<file path="config.mk">
export PLATFORM = sky130hd
export DESIGN_NAME = eth_rx_frame_sequencer
export DESIGN_NICKNAME = d
export VERILOG_FILES = /design/src/rtl/eth_rx_frame_sequencer.sv
export SDC_FILE = /design/constraint.sdc
export NUM_CORES = 1
export LEC_CHECK = 0
export CAP_MARGIN = 20
export CELL_PAD_IN_SITES_DETAIL_PLACEMENT = 1
export CELL_PAD_IN_SITES_GLOBAL_PLACEMENT = 1
export CORE_ASPECT_RATIO = 0.9
export CORE_UTILIZATION = 40
export CTS_CLUSTER_DIAMETER = 50
export DETAILED_ROUTE_END_ITERATION = 12
export PLACE_DENSITY_LB_ADDON = 0.1
export SYNTH_ARGS = -nofsm -noshare
export SYNTH_HDL_FRONTEND = slang
export SYNTH_SLANG_ARGS = --single-unit
</file>
<file path="constraint.sdc">
create_clock -name i_clk -period 3.09 [get_ports i_clk]
set_input_delay 0.618 -clock i_clk [delete_from_list [all_inputs] [get_ports i_clk]]
set_output_delay 0.618 -clock i_clk [all_outputs]
set_load 0.005 [all_outputs]
</file>
<file path="src/rtl/eth_rx_frame_sequencer.sv">
// Ethernet receive frame sequencer: strips preamble/SFD, forwards body bytes to
// the CRC checker as strobes, closes every started frame with one stop strobe.
module eth_rx_frame_sequencer #(
   parameter int MAX_LEN = 1522,
   parameter int MIN_LEN = 64,
   parameter int MIN_PRE = 2
) (
   input  logic        i_clk,
   input  logic        i_rst,
   input  logic        i_en,
   input  logic [7:0]  i_rx_data,
   input  logic        i_rx_dv,
   input  logic        i_rx_er,
   output logic [7:0]  o_data,
   output logic        o_av,
   output logic        o_stp,
   output logic        o_runt,
   output logic        o_giant,
   output logic        o_err,
   output logic [10:0] o_frame_len,
   output logic [15:0] o_frame_cnt,
   output logic [15:0] o_bad_cnt
);

   localparam logic [10:0] LP_MAX_LEN = 11'(MAX_LEN);
   localparam logic [10:0] LP_MIN_LEN = 11'(MIN_LEN);
   localparam logic [2:0]  LP_MIN_PRE = 3'(MIN_PRE);
   localparam logic [7:0]  LP_PRE_BYTE = 8'h55;
   localparam logic [7:0]  LP_SFD_BYTE = 8'hD5;

   typedef enum logic [1:0] {
      S_IDLE,
      S_PREAMBLE,
      S_BODY,
      S_DISCARD
   } state_t;

   state_t      r_state, w_state_nxt;
   logic [2:0]  r_pre_cnt, w_pre_cnt_nxt;
   logic [10:0] r_len, w_len_nxt;
   logic        w_av, w_stp, w_runt, w_giant, w_err, w_bad_inc;

   logic [7:0]  r_data;
   logic        r_av, r_stp, r_runt, r_giant, r_err;
   logic [10:0] r_frame_len;
   logic [15:0] r_frame_cnt, r_bad_cnt;

   // NOTE: every signal gets a default before the case so no path leaves one
   // unassigned; otherwise synthesis infers a latch to hold the old value.
   always_comb begin
      w_state_nxt   = r_state;
      w_pre_cnt_nxt = r_pre_cnt;
      w_len_nxt     = r_len;
      w_av          = 1'b0;
      w_stp         = 1'b0;
      w_runt        = 1'b0;
      w_giant       = 1'b0;
      w_err         = 1'b0;
      w_bad_inc     = 1'b0;

      case (r_state)
         S_IDLE: begin
            if (i_rx_dv) begin
               if (i_rx_er) begin
                  w_state_nxt = S_DISCARD;
                  w_bad_inc   = 1'b1;
               end else if (!i_en) begin
                  w_state_nxt = S_DISCARD;
               end else if (i_rx_data == LP_PRE_BYTE) begin
                  w_state_nxt   = S_PREAMBLE;
                  w_pre_cnt_nxt = 3'd1;
               end else begin
                  w_state_nxt = S_DISCARD;
                  w_bad_inc   = 1'b1;
               end
            end
         end

         S_PREAMBLE: begin
            if (!i_rx_dv) begin
               w_state_nxt = S_IDLE;
            end else if (i_rx_er) begin
               w_state_nxt = S_DISCARD;
               w_bad_inc   = 1'b1;
            end else if (i_rx_data == LP_PRE_BYTE) begin
               if (r_pre_cnt != 3'd7) w_pre_cnt_nxt = r_pre_cnt + 3'd1;
            end else if (i_rx_data == LP_SFD_BYTE && r_pre_cnt >= LP_MIN_PRE) begin
               w_state_nxt = S_BODY;
               w_len_nxt   = '0;
            end else begin
               w_state_nxt = S_DISCARD;
               w_bad_inc   = 1'b1;
            end
         end

         S_BODY: begin
            // Length limit is tested before rx_er so giant wins when both apply.
            if (!i_rx_dv) begin
               w_stp       = 1'b1;
               w_runt      = (r_len < LP_MIN_LEN);
               w_state_nxt = S_IDLE;
            end else if (r_len == LP_MAX_LEN) begin
               w_stp       = 1'b1;
               w_giant     = 1'b1;
               w_state_nxt = S_DISCARD;
            end else if (i_rx_er) begin
               w_stp       = 1'b1;
               w_err       = 1'b1;
               w_state_nxt = S_DISCARD;
            end else begin
               w_av      = 1'b1;
               w_len_nxt = r_len + 11'd1;
            end
            w_bad_inc = w_runt | w_giant | w_err;
         end

         S_DISCARD: begin
            if (!i_rx_dv) w_state_nxt = S_IDLE;
         end

         default: w_state_nxt = S_IDLE;
      endcase
   end

   // NOTE: sequential state uses non-blocking assignments so every register
   // samples pre-edge values, independent of statement order.
   always_ff @(posedge i_clk or negedge i_rst) begin
      if (!i_rst) begin
         r_state     <= S_IDLE;
         r_pre_cnt   <= '0;
         r_len       <= '0;
         r_data      <= '0;
         r_av        <= 1'b0;
         r_stp       <= 1'b0;
         r_runt      <= 1'b0;
         r_giant     <= 1'b0;
         r_err       <= 1'b0;
         r_frame_len <= '0;
         r_frame_cnt <= '0;
         r_bad_cnt   <= '0;
      end else begin
         r_state   <= w_state_nxt;
         r_pre_cnt <= w_pre_cnt_nxt;
         r_len     <= w_len_nxt;
         r_av      <= w_av;
         r_stp     <= w_stp;
         r_runt    <= w_runt;
         r_giant   <= w_giant;
         r_err     <= w_err;
         if (w_av) r_data <= i_rx_data;
         if (w_stp) begin
            r_frame_len <= r_len;
            r_frame_cnt <= r_frame_cnt + 16'd1;
         end
         if (w_bad_inc) r_bad_cnt <= r_bad_cnt + 16'd1;
      end
   end

   assign o_data      = r_data;
   assign o_av        = r_av;
   assign o_stp       = r_stp;
   assign o_runt      = r_runt;
   assign o_giant     = r_giant;
   assign o_err       = r_err;
   assign o_frame_len = r_frame_len;
   assign o_frame_cnt = r_frame_cnt;
   assign o_bad_cnt   = r_bad_cnt;

endmodule

</file>
Word-level counts from Yosys, hierarchy flattened

Cells that the tools add are included.

Register bits: 72
Input port bits: 13

Add/subtract/negate cells: 4
Order comparisons: 2
Equal/unequal tests: 23
Mux-type cells: 58
Bitwise operators: 2
Reduce and logical (&&, ||, !) cells: 7

Operators by type and width:

| kind                  | number |
|---|---|
| $mux 11               | 7 |
| $add 16x1->16 const B | 2 |
| $mux 1                | 28 |
| $ne 2x2->1 const B    | 14 |
| $mux 3                | 8 |
| $mux 2                | 11 |
| $pmux 11 s2           | 1 |
| $add 11x1->11 const B | 1 |
| $eq 11x11->1 const B  | 1 |
| $lt 11x7->1 const B   | 1 |
| $reduce_and 9->1      | 1 |
| $eq 8x7->1 const B    | 1 |
| $eq 8x8->1 const B    | 1 |
| $ne 4x4->1 const B    | 2 |
| $pmux 2 s4            | 1 |
| $reduce_and 8->1      | 1 |
| $pmux 3 s2            | 1 |
| $eq 2x2->1 const B    | 2 |
| $reduce_and 4->1      | 1 |
| $reduce_bool 2->1     | 2 |
| $add 3x1->3 const B   | 1 |
| $ge 3x2->1 const B    | 1 |
| $ne 3x3->1 const B    | 1 |
| $pmux 1 s3            | 1 |
| other kinds (4)       | 5 |

Depth between registers and ports, before layout

Depth in word-level cells: 7
Depth in mapped cells: 9
Gate-level depth less buffers: 8

Least setup slack after synthesis

Ideal clock, no wire load.

Path type: reg-to-reg
Start point: reg r_len[0]
End point: reg r_frame_len[3] (netlist: o_frame_len[3])
Arrival time: 2.062 ns
Data required time: 2.965 ns
Slack: 0.903 ns
Stages on the path, launching flop included: 8
Path buffers: 1
Clock period less this slack: 2.187 ns
Cell sequence: dfrtp_1 > inv_1 > ha_1 > or3b_4 > o311a_4 > nor2_2 > buf_4 > mux2_2

Longest elaborated chain between the ends: 4

RTL lines:

| element                  | RTL line | RTL |
|---|---|---|
| start: declaration       | 40       | `logic [10:0] r_len, w_len_nxt;` |
| start signal: assignment | 144      | `r_len <= w_len_nxt;` |
| $eq 11x11->1             | 102      | `end else if (r_len == LP_MAX_LEN) begin` |
| $mux 1                   | 102      |  |
| $mux 1                   | 98       | `if (!i_rx_dv) begin` |
| $mux 1                   | 61       | `case (r_state)` |
| named net w_stp          | 41       | `logic w_av, w_stp, w_runt, w_giant, w_err, w_bad_inc;` |
| end signal: assignment   | 152      | `r_frame_len <= r_len;` |
| end: declaration         | 45       | `logic [10:0] r_frame_len;` |

The timed path passes the listed nets, and every way through them passes these cells.
A chain may end at the register's enable or synchronous reset.

Final worst setup path

Start point: reg r_len[0]
End point: reg r_frame_len[5] (netlist: o_frame_len[5])

Longest elaborated chain between the ends: 4

RTL lines:

| element      | RTL line |
|---|---|
| $eq 11x11->1 | 102 |
| $mux 1       | 102 |
| $mux 1       | 98 |
| $mux 1       | 61 |

Every way passes these cells.

==> impl_metrics.json <==
{
  "yosys_reg_bits": 72,
  "power.density_cell_area_nw_per_um2": 668,
  "track_usage": 0.193,
  "finalWirelength_mm": 7.78,
  "design.portCount": 69,
  "cap_violations": 0,
  "holdCritPathClass": "primary input to async pin",
  "io_buffers": 68,
  "drive_gt1_frac": 0.147,
  "end_kind": "flop",
  "synth_fp_nets": 322,
  "static-leakage-power_nw": 1.92,
  "final-seq-area_um2": 1800,
  "critical_path.slowest_cell": "sky130_fd_sc_hd__nor2_2",
  "design.final.nets": 403,
  "proportion_of_power_drawn_by_combinational_gates": 0.246,
  "post-place-cells": 472,
  "cts_resized": 0,
  "area_occupied_by_multi_input_gates_um2": 1520,
  "drc_errors": 0,
  "grt_start_max_net_pins": 73,
  "synth-async-reset-ratio": 1.00,
  "slew_headroom": 0.382,
  "tritoncts": "done",
  "critical_path_maximum_fanout": 15,
  "timing.critical_path.cells": "inv_1 -> ha_1 -> or3b_4 -> o311a_4 -> nor2_2 -> mux2_2",
  "switching_power_mw": 0.859,
  "synth-edff-count": 0,
  "most-common-layout-cells": "72 x sky130_fd_sc_hd__dfrtp_1, 67 x sky130_fd_sc_hd__clkdlybuf4s50_1, 54 x sky130_fd_sc_hd__nand2_1",
  "numCtsBuffers": 9,
  "setup_repair_after_global_routing_missed_its_margin": "false",
  "cts_root_buf": "sky130_fd_sc_hd__clkbuf_8",
  "report.final.slew_viol_count": 0,
  "final.period_utilization": 0.829,
  "final_antenna_net_count": 0,
  "p_int_mw": 2.14,
  "gp_congestion": 0.734,
  "routedWlPerCell_um": 15.9,
  "max_freq_ghz": 0.390,
  "timing.reg2reg.setup_slack_ns": 0.53,
  "overflow": 0,
  "route.vias.total": 2567,
  "timing.final.hold_violations": 0,
  "switching_share": 0.287,
  "core-area_um2": 8150,
  "timing.critical_path.arrival_ns": 2.79,
  "timing.critical_path.from_type": "flop",
  "synthCells": 303,
  "grt_pass1_vias": 2665,
  "result_of_the_run": "complete, no violations",
  "cp_data_required_time_ns": 3.31,
  "cts_setup_buffers": 0,
  "global_route_wire_length_before_repair_mm": 13.2,
  "cts_hold_buf": 0,
  "finalSetupTns_ns": 0,
  "yosysWarningCount": 0,
  "number_of_rows_created_at_floorplan": 31,
  "vdd_ir_drop_max_mv": 0.342,
  "avgViaCountPerCell": 5.26,
  "antenna-diode-count": 0,
  "fillCellCount": 875,
  "clock_skew_ns": 0.00713,
  "htree_num_levels": 3,
  "number_of_antenna_violations_at_the_first_check_in_global_routing": 0,
  "final_common_cell": "sky130_fd_sc_hd__dfrtp_1",
  "hpwl_mm": 5.43,
  "timing_worst_setup_path_type": "flop to flop",
  "detailed_routing_iterations_pass_1": 4,
  "most_common_flop_cell_mapped_by_yosys": "sky130_fd_sc_hd__dfrtp_1",
  "clkSlewWorstSetupHoldPaths_ns": 0.08,
  "syn-cell-area_um2": 3400,
  "clkLatencyLatePin_ns": 0.34,
  "cp_slowest_stage_delay_ns": 0.60,
  "synthesis.area_per_instance_um2": 11.2,
  "die_area_um2": 8880,
  "share_of_power_burned_in_the_clock_network": 0.312,
  "synth.yosys.seq_area_share": 0.529,
  "die_w_um": 99.2,
  "floorplan.initialDensity": 0.418,
  "fin_cells": 488,
  "drt-initial-drc-count": 66,
  "clock_tree.buffer_depth": 2,
  "area_growth_syn_to_layout_pct": 31.6,
  "min_period_ns": 2.56,
  "power_frac_seq": 0.441,
  "tritoncts_num_sinks": 72,
  "setup_violations": 0,
  "ys_types": 46,
  "die_y_um": 89.5,
  "worst_pin_slew_ns": 0.927
}
routing by layer:
layer / part of all wire / GRT usage / wire length (um)
met3: 0.043 / 0.0539 / 333
met2: 0.49 / 0.332 / 3780
met4: 0.010 / 0.0521 / 80
met5: 0 / 0 / 0
met1: 0.46 / 0.241 / 3580
state kept, by name, summed over array words and instances, names as in the netlist:
signal       flops
o_runt           1
r_state          2
r_pre_cnt        3
o_err            1
o_frame_cnt     16
o_stp            1
r_len           11
o_data           8
o_frame_len     11
o_giant          1
o_bad_cnt       16
o_av             1
cells by family after synthesis:
family	count (synthesis)	synth area share
and+or+nand+nor	122	0.184
buffers and inverters	18	0.0246
AOI/OAI and AO/OA	35	0.100
xor gates and xnor gates	35	0.0900
muxes	15	0.0492
DFF	72	0.529
adders and majority gates	6	0.0221
synthesized netlist by cell type (2+ instances only):
master	count	area, um2
sky130_fd_sc_hd__dfrtp_1	72	1800
sky130_fd_sc_hd__nand2_1	54	203
sky130_fd_sc_hd__xnor2_1	19	166
sky130_fd_sc_hd__xor2_1	16	140
sky130_fd_sc_hd__nand3_1	15	75.1
sky130_fd_sc_hd__mux2_2	14	158
sky130_fd_sc_hd__nor2_1	13	48.8
sky130_fd_sc_hd__inv_1	12	45.0
sky130_fd_sc_hd__nor3_1	11	55.1
sky130_fd_sc_hd__o21ai_0	8	40.0
sky130_fd_sc_hd__a211oi_2	7	87.6
sky130_fd_sc_hd__a21oi_1	7	35.0
sky130_fd_sc_hd__ha_1	6	75.1
sky130_fd_sc_hd__nand4_1	5	31.3
sky130_fd_sc_hd__and3_1	4	25.0
sky130_fd_sc_hd__nand2b_1	4	25.0
sky130_fd_sc_hd__a211oi_1	2	15.0
sky130_fd_sc_hd__buf_4	2	15.0
sky130_fd_sc_hd__clkbuf_1	2	7.51
sky130_fd_sc_hd__nand4b_1	2	17.5
sky130_fd_sc_hd__nor2b_1	2	12.5
sky130_fd_sc_hd__or3_1	2	12.5
power by group through the flow:
stage,clock network [mW],logic [mW],registers (mW)
2_1_floorplan,0,0.310,1.31
3_3_place_gp,0,0.719,1.33
3_5_place_dp,0,0.740,1.34
4_1_cts,0.970,0.752,1.33
5_1_grt,1.00,0.815,1.36
6_report,0.936,0.738,1.32
cell type report:
class | count | area share
clock inverters | 4 | 0.0221
flip-flops and latches | 72 | 0.402
repair buffers | 76 | 0.165
well taps | 99 | 0.0276
inverters | 12 | 0.0101
multi-input cells | 213 | 0.339
clock buffers | 12 | 0.0346
worst max-delay path: cells and delay by family (launching register included):
kind	cells	cell delay, ns
simple gates	2	1.00
flops	1	0.44
buf+inv	1	0.08
compound gates	1	0.37
fa+ha+maj	1	0.13
mux	1	0.42
through the flow:
| step | utilization | worst slack, ns | hold slack, ns | cell area (um2) | power, mW |
|---|---|---|---|---|---|
| 2_1_floorplan | - | 0.903 | 0.322 | 3400 | 1.62 |
| 3_3_place_gp | 0.519 | 0.394 | 0.457 | 4230 | 2.05 |
| 3_5_place_dp | 0.519 | 0.322 | 0.460 | 4230 | 2.08 |
| 4_1_cts | 0.550 | 0.504 | 0.434 | 4480 | 3.05 |
| 5_1_grt | 0.550 | 0.411 | 0.454 | 4480 | 3.18 |
| 6_report | 0.550 | 0.527 | 0.402 | 4480 | 2.99 |
path summary, 6_finish.rpt:
| kind | cells past startpoint | startpoint | end |
|---|---|---|---|
| setup / recovery | 6 | r_len[0]$_DFFE_PN0P_ | o_frame_len[5]$_DFFE_PN0P_ |
| hold / removal | 1 | i_rst | o_bad_cnt[7]$_DFFE_PN0P_ |
| setup reg to reg | 6 | r_len[0]$_DFFE_PN0P_ | o_frame_len[5]$_DFFE_PN0P_ |
| hold reg to reg | 1 | o_bad_cnt[15]$_DFFE_PN0P_ | o_bad_cnt[15]$_DFFE_PN0P_ |
| max in group asynchronous | 1 | i_rst | o_frame_len[7]$_DFFE_PN0P_ |
| min in group i_clk | 1 | o_bad_cnt[15]$_DFFE_PN0P_ | o_bad_cnt[15]$_DFFE_PN0P_ |
Note: power is estimated with default switching activity, not from simulation.
